==> src/rtl/fifo_wr_arbiter.sv <==
// fifo_wr_arbiter: round-robin arbiter sharing one FIFO write port among NREQ bursting producers
module fifo_wr_arbiter #(
  parameter int NREQ = 4,
  parameter int DW = 8,
  parameter int MAX_BURST = 4,
  parameter int IDW = 2
) (
  input  logic              clk,
  input  logic              rst,
  input  logic [NREQ-1:0]   req,
  input  logic [NREQ*DW-1:0] req_data,
  input  logic [NREQ-1:0]   req_last,
  output logic [NREQ-1:0]   ack,
  output logic [NREQ-1:0]   gnt,
  input  logic              fifo_full,
  output logic              fifo_write_en,
  output logic [DW-1:0]     fifo_data_in,
  output logic [IDW-1:0]    src_id,
  output logic              busy
);
  typedef enum logic {IDLE, OWN} state_t;
  state_t state;
  logic [IDW-1:0] owner, last_win, sel, idx;
  logic [3:0] burst_cnt;
  logic own, xfer, rel;
  assign own = state == OWN;
  assign xfer = own && req[owner] && !fifo_full;
  assign rel = own && (!req[owner] || (xfer && (req_last[owner] || burst_cnt == 4'(MAX_BURST - 1))));
  assign fifo_write_en = xfer;
  assign fifo_data_in = own ? DW'(req_data >> (int'(owner) * DW)) : '0;
  assign ack = xfer ? NREQ'(1) << owner : '0;
  assign src_id = own ? owner : '0;
  assign busy = own;
  // scanning downwards lets the requester closest after last_win win
  always_comb begin
    sel = '0;
    idx = '0;
    for (int k = NREQ; k >= 1; k--) begin
      idx = IDW'((int'(last_win) + k) % NREQ);
      if (req[idx]) sel = idx;
    end
  end
  always_ff @(posedge clk or posedge rst) begin
    if (rst) begin
      state <= IDLE;
      owner <= '0;
      last_win <= IDW'(NREQ - 1);
      burst_cnt <= '0;
      gnt <= '0;
    end else if (!own) begin
      if (|req) begin
        state <= OWN;
        owner <= sel;
        burst_cnt <= '0;
        gnt <= NREQ'(1) << sel;
      end
    end else if (rel) begin
      state <= IDLE;
      last_win <= owner;
      gnt <= '0;
    end else if (xfer) begin
      burst_cnt <= burst_cnt + 4'd1;
    end
  end
endmodule

==> config.mk <==
export PLATFORM = sky130hd
export DESIGN_NAME = fifo_wr_arbiter
export DESIGN_NICKNAME = d
export VERILOG_FILES = /design/src/rtl/fifo_wr_arbiter.sv
export SDC_FILE = /design/constraint.sdc
export NUM_CORES = 1
export LEC_CHECK = 0
export BUFFER_PORTS_ARGS = -buffer_cell sky130_fd_sc_hd__buf_2
export CAP_MARGIN = 20
export CORE_MARGIN = 2
export CORE_UTILIZATION = 46
export DETAILED_ROUTE_END_ITERATION = 10
export HOLD_SLACK_MARGIN = 0.08
export PLACE_DENSITY_LB_ADDON = 0.25
export SLEW_MARGIN = 40
export SYNTH_ARGS = -nofsm -noshare
export SYNTH_HDL_FRONTEND = slang
export SYNTH_SLANG_ARGS = --single-unit
==> constraint.sdc <==
create_clock -name clk -period 3.73 [get_ports clk]
set_clock_uncertainty 0.05 [all_clocks]
set_input_delay 0.373 -clock clk [delete_from_list [all_inputs] [get_ports clk]]
set_output_delay 0.373 -clock clk [all_outputs]
set_load 0.05 [all_outputs]
# [Word-level counts from Yosys, hierarchy flattened]
# Index checks and enable logic that the tools add are counted.
[word_totals] register_bits=13 out_inout_bits=20 word_cells=66
[op_classes] bitwise=1 addsub=5 eq_ne=4 order_cmp=5 shifts=3 reduce_logical=14 mux=29
[op_table] cell="4-bit two-way mux" count=8
[op_table] cell="32-bit by 5-bit right shift with 8-bit output" count=1
[op_table] cell="2-bit by 3-bit less-than comparator with 1-bit output (second input constant)" count=5
[op_table] cell="1-bit binary-select mux with 2-bit select" count=6
[op_table] cell="2-bit two-way mux" count=5
[op_table] cell="1-bit two-way mux" count=9
[op_table] cell="8-bit two-way mux" count=1
[op_table] cell="1-bit by 2-bit left shift with 4-bit output (first input constant)" count=2
[op_table] cell="2-bit AND reduction" count=3
[op_table] cell="2-bit by 1-bit adder with 2-bit output (second input constant)" count=2
[op_table] cell="2-bit adder (second input constant)" count=2
[op_table] cell="4-bit by 1-bit adder with 4-bit output (second input constant)" count=1
[op_table] cell="4-bit by 2-bit == test with 1-bit output (second input constant)" count=1
[op_table] cell="1-bit logical AND" count=4
[op_table] cell="2-bit by 1-bit inequality test with 1-bit output (second input constant)" count=2
[op_table] cell="4-bit OR reduction" count=1
[op_table] cell="3-bit AND reduction" count=1
[op_table] cell="1-bit zero test" count=2
[op_table] cell="1-bit logical OR" count=2
[op_table] cell="2-bit inequality test (second input constant)" count=1
[op_table] cell="2-bit nonzero test" count=1
[op_table] cell="1-bit NOT" count=1

# [Depth between registers and ports, before layout]
# Gate-level depths: netlist of run 1.
[depth] ltp_word=10 mapped_depth=5 ltp_nobuf=5

# [Worst setup path after synthesis of run 1]
# No wires, ideal clock.
[synth_path] path_kind="reg-to-output" from="register state (netlist: busy)" to="output ack[0]" required_ns=3.307 path_slack_ns=0.649 arrival_time_ns=2.658 path_stages_with_launch=3 path_cell_list="dfrtp_1 -> nand2b_1 -> nor4b_1"
[synth_via] elab_chain_len=3
[synth_rtl] element="from (decl)" line_no="22" source="state_t state;"
[synth_rtl] element="from (signal assigned)" line_no="45" source="state <= IDLE;"
[synth_rtl] element="from (signal assigned)" line_no="52" source="state <= OWN;"
[synth_rtl] element="from (signal assigned)" line_no="58" source="state <= IDLE;"
[synth_rtl] element="1-bit logical AND (2 in a row)" line_no="27" source="assign xfer = own && req[owner] && !fifo_full;"
[synth_rtl] element="4-bit two-way mux" line_no="31" source="assign ack = xfer ? NREQ'(1) << owner : '0;"
[synth_rtl] element="to (decl)" line_no="13" source="output logic [NREQ-1:0] ack,"
# No other way between the ends.

# [Final worst setup path of run 1]
[layout_path] from="register owner[0]" to="output fifo_write_en"
[layout_via] elab_chain_len=4
[layout_rtl] element="from (decl)" line_no="23" source="logic [IDW-1:0] owner, last_win, sel, idx;"
[layout_rtl] element="from (signal assigned)" line_no="53" source="owner <= sel;"
[layout_rtl] element="1-bit binary-select mux with 2-bit select" line_no="27"
[layout_rtl] element="1-bit two-way mux (not written as such)" line_no="27"
[layout_rtl] element="1-bit logical AND (2 in a row)" line_no="27"
[layout_rtl] element="to (decl)" line_no="16" source="output logic fifo_write_en,"
# No other way between the ends. The select of a mux whose other input is x is not followed.

==> results of run 1 <==
state kept, by name, summed over array words and instances (netlist names):
name,cells
owner,2
busy,1
burst_cnt,4
gnt,4
last_win,2
repair_timing:
action | in CTS | in global routing
hold endpoints to repair | 11 | 0
hold buffers | 1 | 0
endpoints found under the setup margin | 0 | 0
final timing paths:
| path | cells after the start | end | from |
|---|---|---|---|
| max in group asynchronous | 3 | last_win[1] | rst |
| worst max register to register | 3 | last_win[0] | owner[0] |
| worst max-delay path | 3 | fifo_write_en | owner[0] |
| min in group asynchronous | 3 | gnt[0] | rst |
| worst min-delay path | 4 | burst_cnt[0] | fifo_full |
| worst min register to register | 1 | burst_cnt[3] | burst_cnt[3] |
placed cells by master (no fill, tap or decap), types with 2 or more instances in the layout:
| cell | count |
|---|---|
| buf_2 | 62 |
| dfrtp_1 | 11 |
| mux4_1 | 6 |
| mux2_2 | 2 |
| clkbuf_4 | 3 |
| and2_1 | 11 |
| a21o_1 | 2 |
| nand2_1 | 19 |
| nand2b_1 | 5 |
| nor3_1 | 2 |
| o22ai_1 | 4 |
| nor2_1 | 5 |
| mux2i_1 | 3 |
| dfstp_2 | 2 |
| o21ai_0 | 3 |
| mux4_2 | 4 |
| a31oi_1 | 2 |
worst max-delay path, cell delays in order (launching register included):
cell     delay (ns)
dfrtp_1        0.77
mux4_1         0.77
and2_1         0.19
buf_2          0.20
final cells by class:
cell class              instances  area, sq um  share of cell area, %
clock buffers                   4         26.3                   1.85
flip-flops and latches         13          328                   23.0
repair buffers                 63          320                   22.5
well taps                      28         35.0                   2.46
multi-input cells              84          709                   49.9
inverters                       1         3.75                  0.264
metrics by stage:
stage	utilization (%)	total power, mW	hold WS [ns]	std cells	setup slack (ns)
finish	64.3	1.21	0.400	193	1.10
global route	64.3	1.29	0.425	193	0.923
CTS	64.3	1.22	0.402	193	1.06
detailed placement	62.7	1.13	0.367	188	1.35
global placement	62.7	1.11	0.355	188	1.39
floorplan	-	0.971	0.199	104	0.649
power by group:
group | internal [mW] | switching (mW) | total [mW]
Sequential | 0.201 | 0.114 | 0.315
Combinational | 0.294 | 0.514 | 0.808
Clock | 0.0414 | 0.0454 | 0.0868
Total | 0.536 | 0.673 | 1.21
per-layer routing:
| metal | vias up | global-route usage [%] | share of wire (%) |
|---|---|---|---|
| met2 | 46 | 42.2 | 51 |
| met4 | 0 | 7.69 | 0.64 |
| met5 | - | 0 | 0 |
| li1 | 509 | - | - |
| met3 | 4 | 5.43 | 9.3 |
| met1 | 510 | 23.7 | 39 |
logic make-up (layout without fill, tap and decap cells):
group / Yosys count / after routing / share of synthesized area (%)
AND/OR/NAND/NOR: 50 / 50 / 25.6
adder cells (fa/ha/maj): 1 / 1 / 1.17
multiplexers: 15 / 15 / 28.0
flip-flops: 13 / 13 / 30.6
buffers and inverters: 7 / 68 / 3.15
AO/OA/AOI/OAI: 18 / 18 / 11.4
==> results_dict.tcl, run 1 <==
set metrics [dict create \
    outcome "finished, final reports clean" \
    synth_edf_count 0 \
    grt_pass1_wl_um 4540 \
    hold_viol 0 \
    timing.fmax_ghz 0.380 \
    row_count 17 \
    setup_viol 0 \
    fin_nets 210 \
    cts_root_buf "clkbuf_4" \
    layout_min_cycle_time_ns 2.63 \
    initial_utilization_pct 48.4 \
    tightest_slew_ns 0.663 \
    reg2reg_setup_slack_ns 1.38 \
    design_area_sq_um 1420 \
    cts_tree "done" \
    post_drt_wl_per_cell_um 13.9 \
    ys_seq_area_share_pct 30.6 \
    drt_iter0_markers 13 \
    rsz0062_at_grt "no" \
    critPathKind "reg -> out" \
    synthTopCellsByCount "nand2_1, and2_1, dfrtp_1" \
    synth_top_area_share_pct 25.7 \
    dp_hpwl_um 2110 \
    die_h_um 52.3 \
    filler_cell_count 196 \
    fin_crit_sh_pct 70.5 \
    power_density_nw_per_um2 850 \
    grt_max_degree 18 \
    cts_made_buffers 3 \
    grt.total_usage_pct 22.3 \
    synth.largest_area_cell "dfrtp_1" \
    drc 0 \
    grt_pass1_vias 1103 \
    endpoint_kind "output pin" \
    syn_to_final_growth_pct 32.8 \
    clkTransAtPathRegs_ns 0.08 \
    core_region_area_sq_um 2210 \
    cts_resized 0 \
    antenna_found_initial 0 \
    synth_ff_type "dfrtp_1" \
    wl_um 2680 \
    ys_warn_count 0 \
    crit_required_ns 3.31 \
    synth_area_leaders "dfrtp_1, mux4_1, mux4_2, nand2_1, and2_1" \
    irDropWorstVdd_v 0.000656 \
    antenna_cells 0 \
    post-cts-setup-buffer-count 0 \
    worstPathMaxFanout 17 \
    die-width_um 52.3 \
    htreeDepth 1 \
    drv_slew 0 \
    cts.sinks 13 \
    dieArea_sq_um 2730 \
    netlist_area_sq_um 1070 \
    relSlewSlack_pct 55.8 \
    ant_nets 0 \
    hold_path.class "in -> reg" \
    critPathArrivalTime_ns 2.21 \
    ys_types 34 \
    power.leakage_nw 0.724 \
    syn_inst 104 \
    grt_overflow 0 \
    vias 1069 \
    cp-start-kind "flip-flop" \
    fin_setup_tns_ns 0 \
    syn_nets 148 \
    place_congestion 0.732 \
    synth_most_common_cell "nand2_1" \
    viasPerCell 5.54 \
    dr.pass1.iters 4 \
    ys_ff_latch 13 \
    portBuffers 62 \
    drive_gt1_share_pct 45.5 \
    cts_buffer_depth 2 \
    placed_cell_area_sq_um 1390 \
    clk_latency_ns 0.27 \
    cap_viol_max_count 0 \
    ioPinCount 63 \
    syn_area_per_cell_sq_um 10.3 \
    synthArstFlopShare_pct 100 \
]
Power figures use the tool's default switching activity.
==> run 2, diff against run 1 <==
- CORE_UTILIZATION: 46 -> 43
- clock period: 3.73 -> 2.5 ns (I/O delays scaled with it)
==> run 2 against run 1 <==
Against the previous run: power grew 52%; via count is 0.56% lower; sequential share of layout area shrank 0.50 points; die area rose by 6.4%; non-clock buffer count increased by 3; clock power increased by 41%; worst setup slack got worse by 0.87 ns; sequential cell count unchanged; utilization fell by 4.0 points; wire length is 5.6% higher; global-route usage is 1.1 points lower; hold slack worse by 0.11 ns; largest power group unchanged; highest routed layer unchanged.
==> results_dict.tcl, run 2 (synthesis results as in run 1) <==
set metrics [dict create \
    outcome "finished, final reports clean" \
    endpoint_kind "output pin" \
    dp_hpwl_um 2270 \
    pre_cts_ws_ns 0.477 \
    initial_utilization_pct 44.4 \
    syn_to_final_growth_pct 35.7 \
    power_density_nw_per_um2 1270 \
    worst_slack_ns 0.232 \
    irDropWorstVdd_v 0.000790 \
    dp.cells 193 \
    critPathKind "reg -> out" \
    rsz0062_at_grt "no" \
    hold_path.class "in -> reg" \
    hold_viol 0 \
    fin_setup_tns_ns 0 \
    design_area_sq_um 1450 \
    setup_viol 0 \
    drt_iter0_markers 17 \
    final-seq-area_sq_um 328 \
    row_count 18 \
    place_congestion 0.758 \
    timing.fmax_ghz 0.441 \
    power_mw 1.84 \
    layout_min_cycle_time_ns 2.27 \
    cts_buffer_depth 2 \
    fin_nets 213 \
    seqPwrFrac_pct 23.3 \
    grt.total_usage_pct 21.1 \
    power.leakage_nw 0.741 \
    cts_resized 0 \
    layout_common_cells "buf_2, nand2_1, and2_1, dfrtp_1, mux4_1" \
    cts.sinks 13 \
    die-width_um 53.9 \
    cap_viol_max_count 0 \
    clk_latency_ns 0.27 \
    final_cells 198 \
    htreeDepth 1 \
    filler_cell_count 208 \
    portBuffers 62 \
    multi_input_area_sq_um 716 \
    wl_um 2830 \
    die_h_um 53.9 \
    cts_tree "done" \
    final_common_cell "buf_2" \
    p_comb_share_pct 70.1 \
    placed_cell_area_sq_um 1420 \
    p_switching_mw 1.02 \
    core_region_area_sq_um 2410 \
    ioPinCount 63 \
    grt_overflow 0 \
    pwr-share-clk_pct 6.6 \
    grt_pass1_wl_um 4510 \
    crit_required_ns 2.20 \
    antenna_cells 0 \
    cp-start-kind "flip-flop" \
    switching_share_pct 55.2 \
    dieArea_sq_um 2910 \
    fin_crit_sh_pct 90.7 \
    critPathArrivalTime_ns 1.97 \
    drc 0 \
    intPower_mw 0.824 \
    post_drt_wl_per_cell_um 14.3 \
    relSlewSlack_pct 69.1 \
    grt_pass1_vias 1048 \
    tightest_slew_ns 0.463 \
    antenna_found_initial 0 \
    worstPathMaxFanout 11 \
    dr.pass1.iters 4 \
    vias 1063 \
    reg.largest.list "burst_cnt (4), gnt (4)" \
    viasPerCell 5.37 \
    drv_slew 0 \
    cts_made_buffers 3 \
    drive_gt1_share_pct 47.0 \
    grt_max_degree 18 \
    cts_root_buf "clkbuf_4" \
    clkTransAtPathRegs_ns 0.07 \
    ant_nets 0 \
]
-- run 2: cell types whose count changed in the layout (fill, tap and decap cells not counted), sizes merged --
cell,previous run,this run
buf,62,65
-- run 2: metrics by stage --
step	utilization (%)	hold WS, ns
floorplan	-	0.0755
global route	60.3	0.292
global placement	58.8	0.235
finish	60.3	0.293
CTS	60.3	0.287
detailed placement	58.8	0.228
-- run 2: cell type report --
class	count	share of cell area, %
inverters	1	0.258
repair buffers	66	23.6
well taps	30	2.58
multi-input cells	84	49.2
flip-flops and latches	13	22.5
clock buffers	4	1.81
-- run 2: repair_timing --
item,4_1_cts,5_1_grt
buffers inserted,0,0
endpoints found under the hold margin,11,0
hold buffers,1,0
-- run 2: final timing paths --
path	start	endpoint	slack [ns]	depth (start not counted)
max	owner[0]	fifo_data_in[1]	0.23	4
min	fifo_full	burst_cnt[0]	0.29	4
max reg2reg	owner[0]	last_win[0]	0.47	3
min reg2reg	burst_cnt[3]	burst_cnt[3]	0.44	1
max in group asynchronous	rst	last_win[0]	1.58	3
min in group asynchronous	rst	gnt[3]	0.47	3
-- run 2: power by group through the flow --
stage	Sequential (mW)	Clock [mW]	Combinational, mW
2_1_floorplan	0.473	0	0.979
6_report	0.429	0.122	1.29
5_1_grt	0.446	0.138	1.39
3_5_place_dp	0.434	0	1.30
3_3_place_gp	0.426	0	1.27
4_1_cts	0.430	0.128	1.30
-- run 2: per-layer routing --
layer	vias to the layer above	part of all wire [%]	global-route usage [%]
li1	519	-	-
met1	499	40	23.2
met4	0	0.50	8.97
met2	43	50	38.4
met5	-	0	0
met3	2	9.5	5.00
-- run 2: worst max-delay path: stages, from the launching register on --
cell,delay [ns]
dfrtp_1,0.51
buf_4,0.26
mux4_1,0.56
and2_1,0.16
buf_2,0.20
==> run 3, diff against run 2 <==
- CAP_MARGIN: 20 -> default
- CORE_UTILIZATION: 43 -> 46
- CTS_CLUSTER_DIAMETER: default -> 200
- clock period: 2.5 -> 2.65 ns (I/O delays scaled with it)
==> run 3 against run 2 <==
Against the previous run: global-route usage increased by 1.2 points; die area decreased by 6.0%; clock power increased by 5%; sequential power decreased by 6.3%; sequential cell count unchanged; sequential share of layout area increased by 0.16 points; critical path depth unchanged; utilization increased by 4.9 points; wire length increased by 2.7%; hold slack got worse by 0.0017 ns; largest cell class unchanged; largest power group unchanged.
==> results_dict.tcl, run 3 (synthesis results as in run 1) <==
set metrics [dict create \
    outcome "finished, final reports clean" \
    power_mw 1.75 \
    cap_viol_max_count 0 \
    core_region_area_sq_um 2210 \
    row_count 17 \
    timing.fmax_ghz 0.436 \
    rsz0062_at_grt "no" \
    fin_crit_sh_pct 86.6 \
    hold_path.class "in -> reg" \
    cts.sinks 13 \
    place_congestion 0.835 \
    grt_pass1_vias 990 \
    drv_slew 0 \
    final_cells 195 \
    tightest_slew_ns 0.589 \
    critPathKind "reg -> out" \
    crit_required_ns 2.34 \
    cp-start-kind "flip-flop" \
    initial_utilization_pct 48.4 \
    dr.pass1.iters 4 \
    grt_pass1_wl_um 4490 \
    endpoint_kind "output pin" \
    worstPathMaxFanout 9 \
    antenna_found_initial 0 \
    viasPerCell 5.50 \
    drc 0 \
    cts_made_buffers 3 \
    power.leakage_nw 0.735 \
    syn_to_final_growth_pct 34.8 \
    portBuffers 62 \
    vias 1073 \
    post-cts-setup-buffer-count 0 \
    worst_slack_ns 0.356 \
    grt.total_usage_pct 22.4 \
    dp_hpwl_um 2310 \
    holdWs_ns 0.292 \
    cts_root_buf "clkbuf_4" \
    setup_viol 0 \
    fin_nets 212 \
    placed_cell_area_sq_um 1410 \
    pre_cts_ws_ns 0.530 \
    dieArea_sq_um 2730 \
    grt_max_degree 18 \
    die_h_um 52.3 \
    relSlewSlack_pct 60.6 \
    fin_util_pct 65.3 \
    final_common_cell "buf_2" \
    die-width_um 52.3 \
    hold_viol 0 \
    critPathArrivalTime_ns 1.98 \
    antenna_cells 0 \
    layout_common_cells "buf_2, nand2_1, and2_1, dfrtp_1, mux4_1" \
    dp.cells 190 \
    ant_nets 0 \
    cts_buffer_depth 2 \
    drive_gt1_share_pct 46.7 \
    cts_tree "done" \
    filler_cell_count 178 \
    layout_min_cycle_time_ns 2.29 \
    grt_overflow 0 \
    irDropWorstVdd_v 0.000774 \
    drt_iter0_markers 20 \
    clk_latency_ns 0.29 \
    ioPinCount 63 \
    clkTransAtPathRegs_ns 0.08 \
    design_area_sq_um 1440 \
    htreeDepth 1 \
    reg.largest.list "burst_cnt (4), gnt (4)" \
    fin_setup_tns_ns 0 \
    power_density_nw_per_um2 1210 \
    post_drt_wl_per_cell_um 14.9 \
    wl_um 2900 \
]
==> run 3: cell types whose count changed in the layout (fill, tap and decap cells not counted) <==
cell / previous run / this run
buf_4: 3 / 2
==> run 3: layout make-up <==
cell class,instances,area (sq um),area share (%)
Clock buffer,4,26.3,1.82
Inverter,1,3.75,0.260
Multi-Input combinational cell,84,716,49.6
Sequential cell,13,328,22.7
Tap cell,28,35.0,2.43
Timing Repair Buffer,65,335,23.2
==> run 3: final timing paths <==
| check | from | endpoint | slack, ns | cells past startpoint |
|---|---|---|---|---|
| hold / removal | fifo_full | burst_cnt[0] | 0.29 | 4 |
| setup / recovery | owner[0] | fifo_data_in[6] | 0.36 | 4 |
| hold reg to reg | burst_cnt[3] | burst_cnt[3] | 0.48 | 1 |
| max in group asynchronous | rst | last_win[0] | 1.72 | 3 |
| min in group asynchronous | rst | owner[1] | 0.48 | 3 |
| setup reg to reg | burst_cnt[0] | last_win[0] | 0.49 | 5 |
==> run 3: routing by layer <==
metal  routed length (um)  global-route usage, %
met5                    0                      0
met1                 1230                   29.7
met2                 1350                   36.7
met3                  273                   3.14
met4                   50                   9.40
==> run 3: power breakdown <==
group          switching [mW]  internal (mW)
logic                   0.784          0.432
clock network          0.0689         0.0586
registers               0.118          0.284
==> run 3: what timing repair did <==
item / 4_1_cts / 5_1_grt
hold buffers: 1 / 0
endpoints found under the hold margin: 11 / 0
resized for setup: 0 / 0
==> run 3: critical path, cell delays in order, from the launching register on <==
cell and delay (ns):
dfrtp_1 0.57, buf_4 0.26, mux4_2 0.49, and2_1 0.16, buf_2 0.20
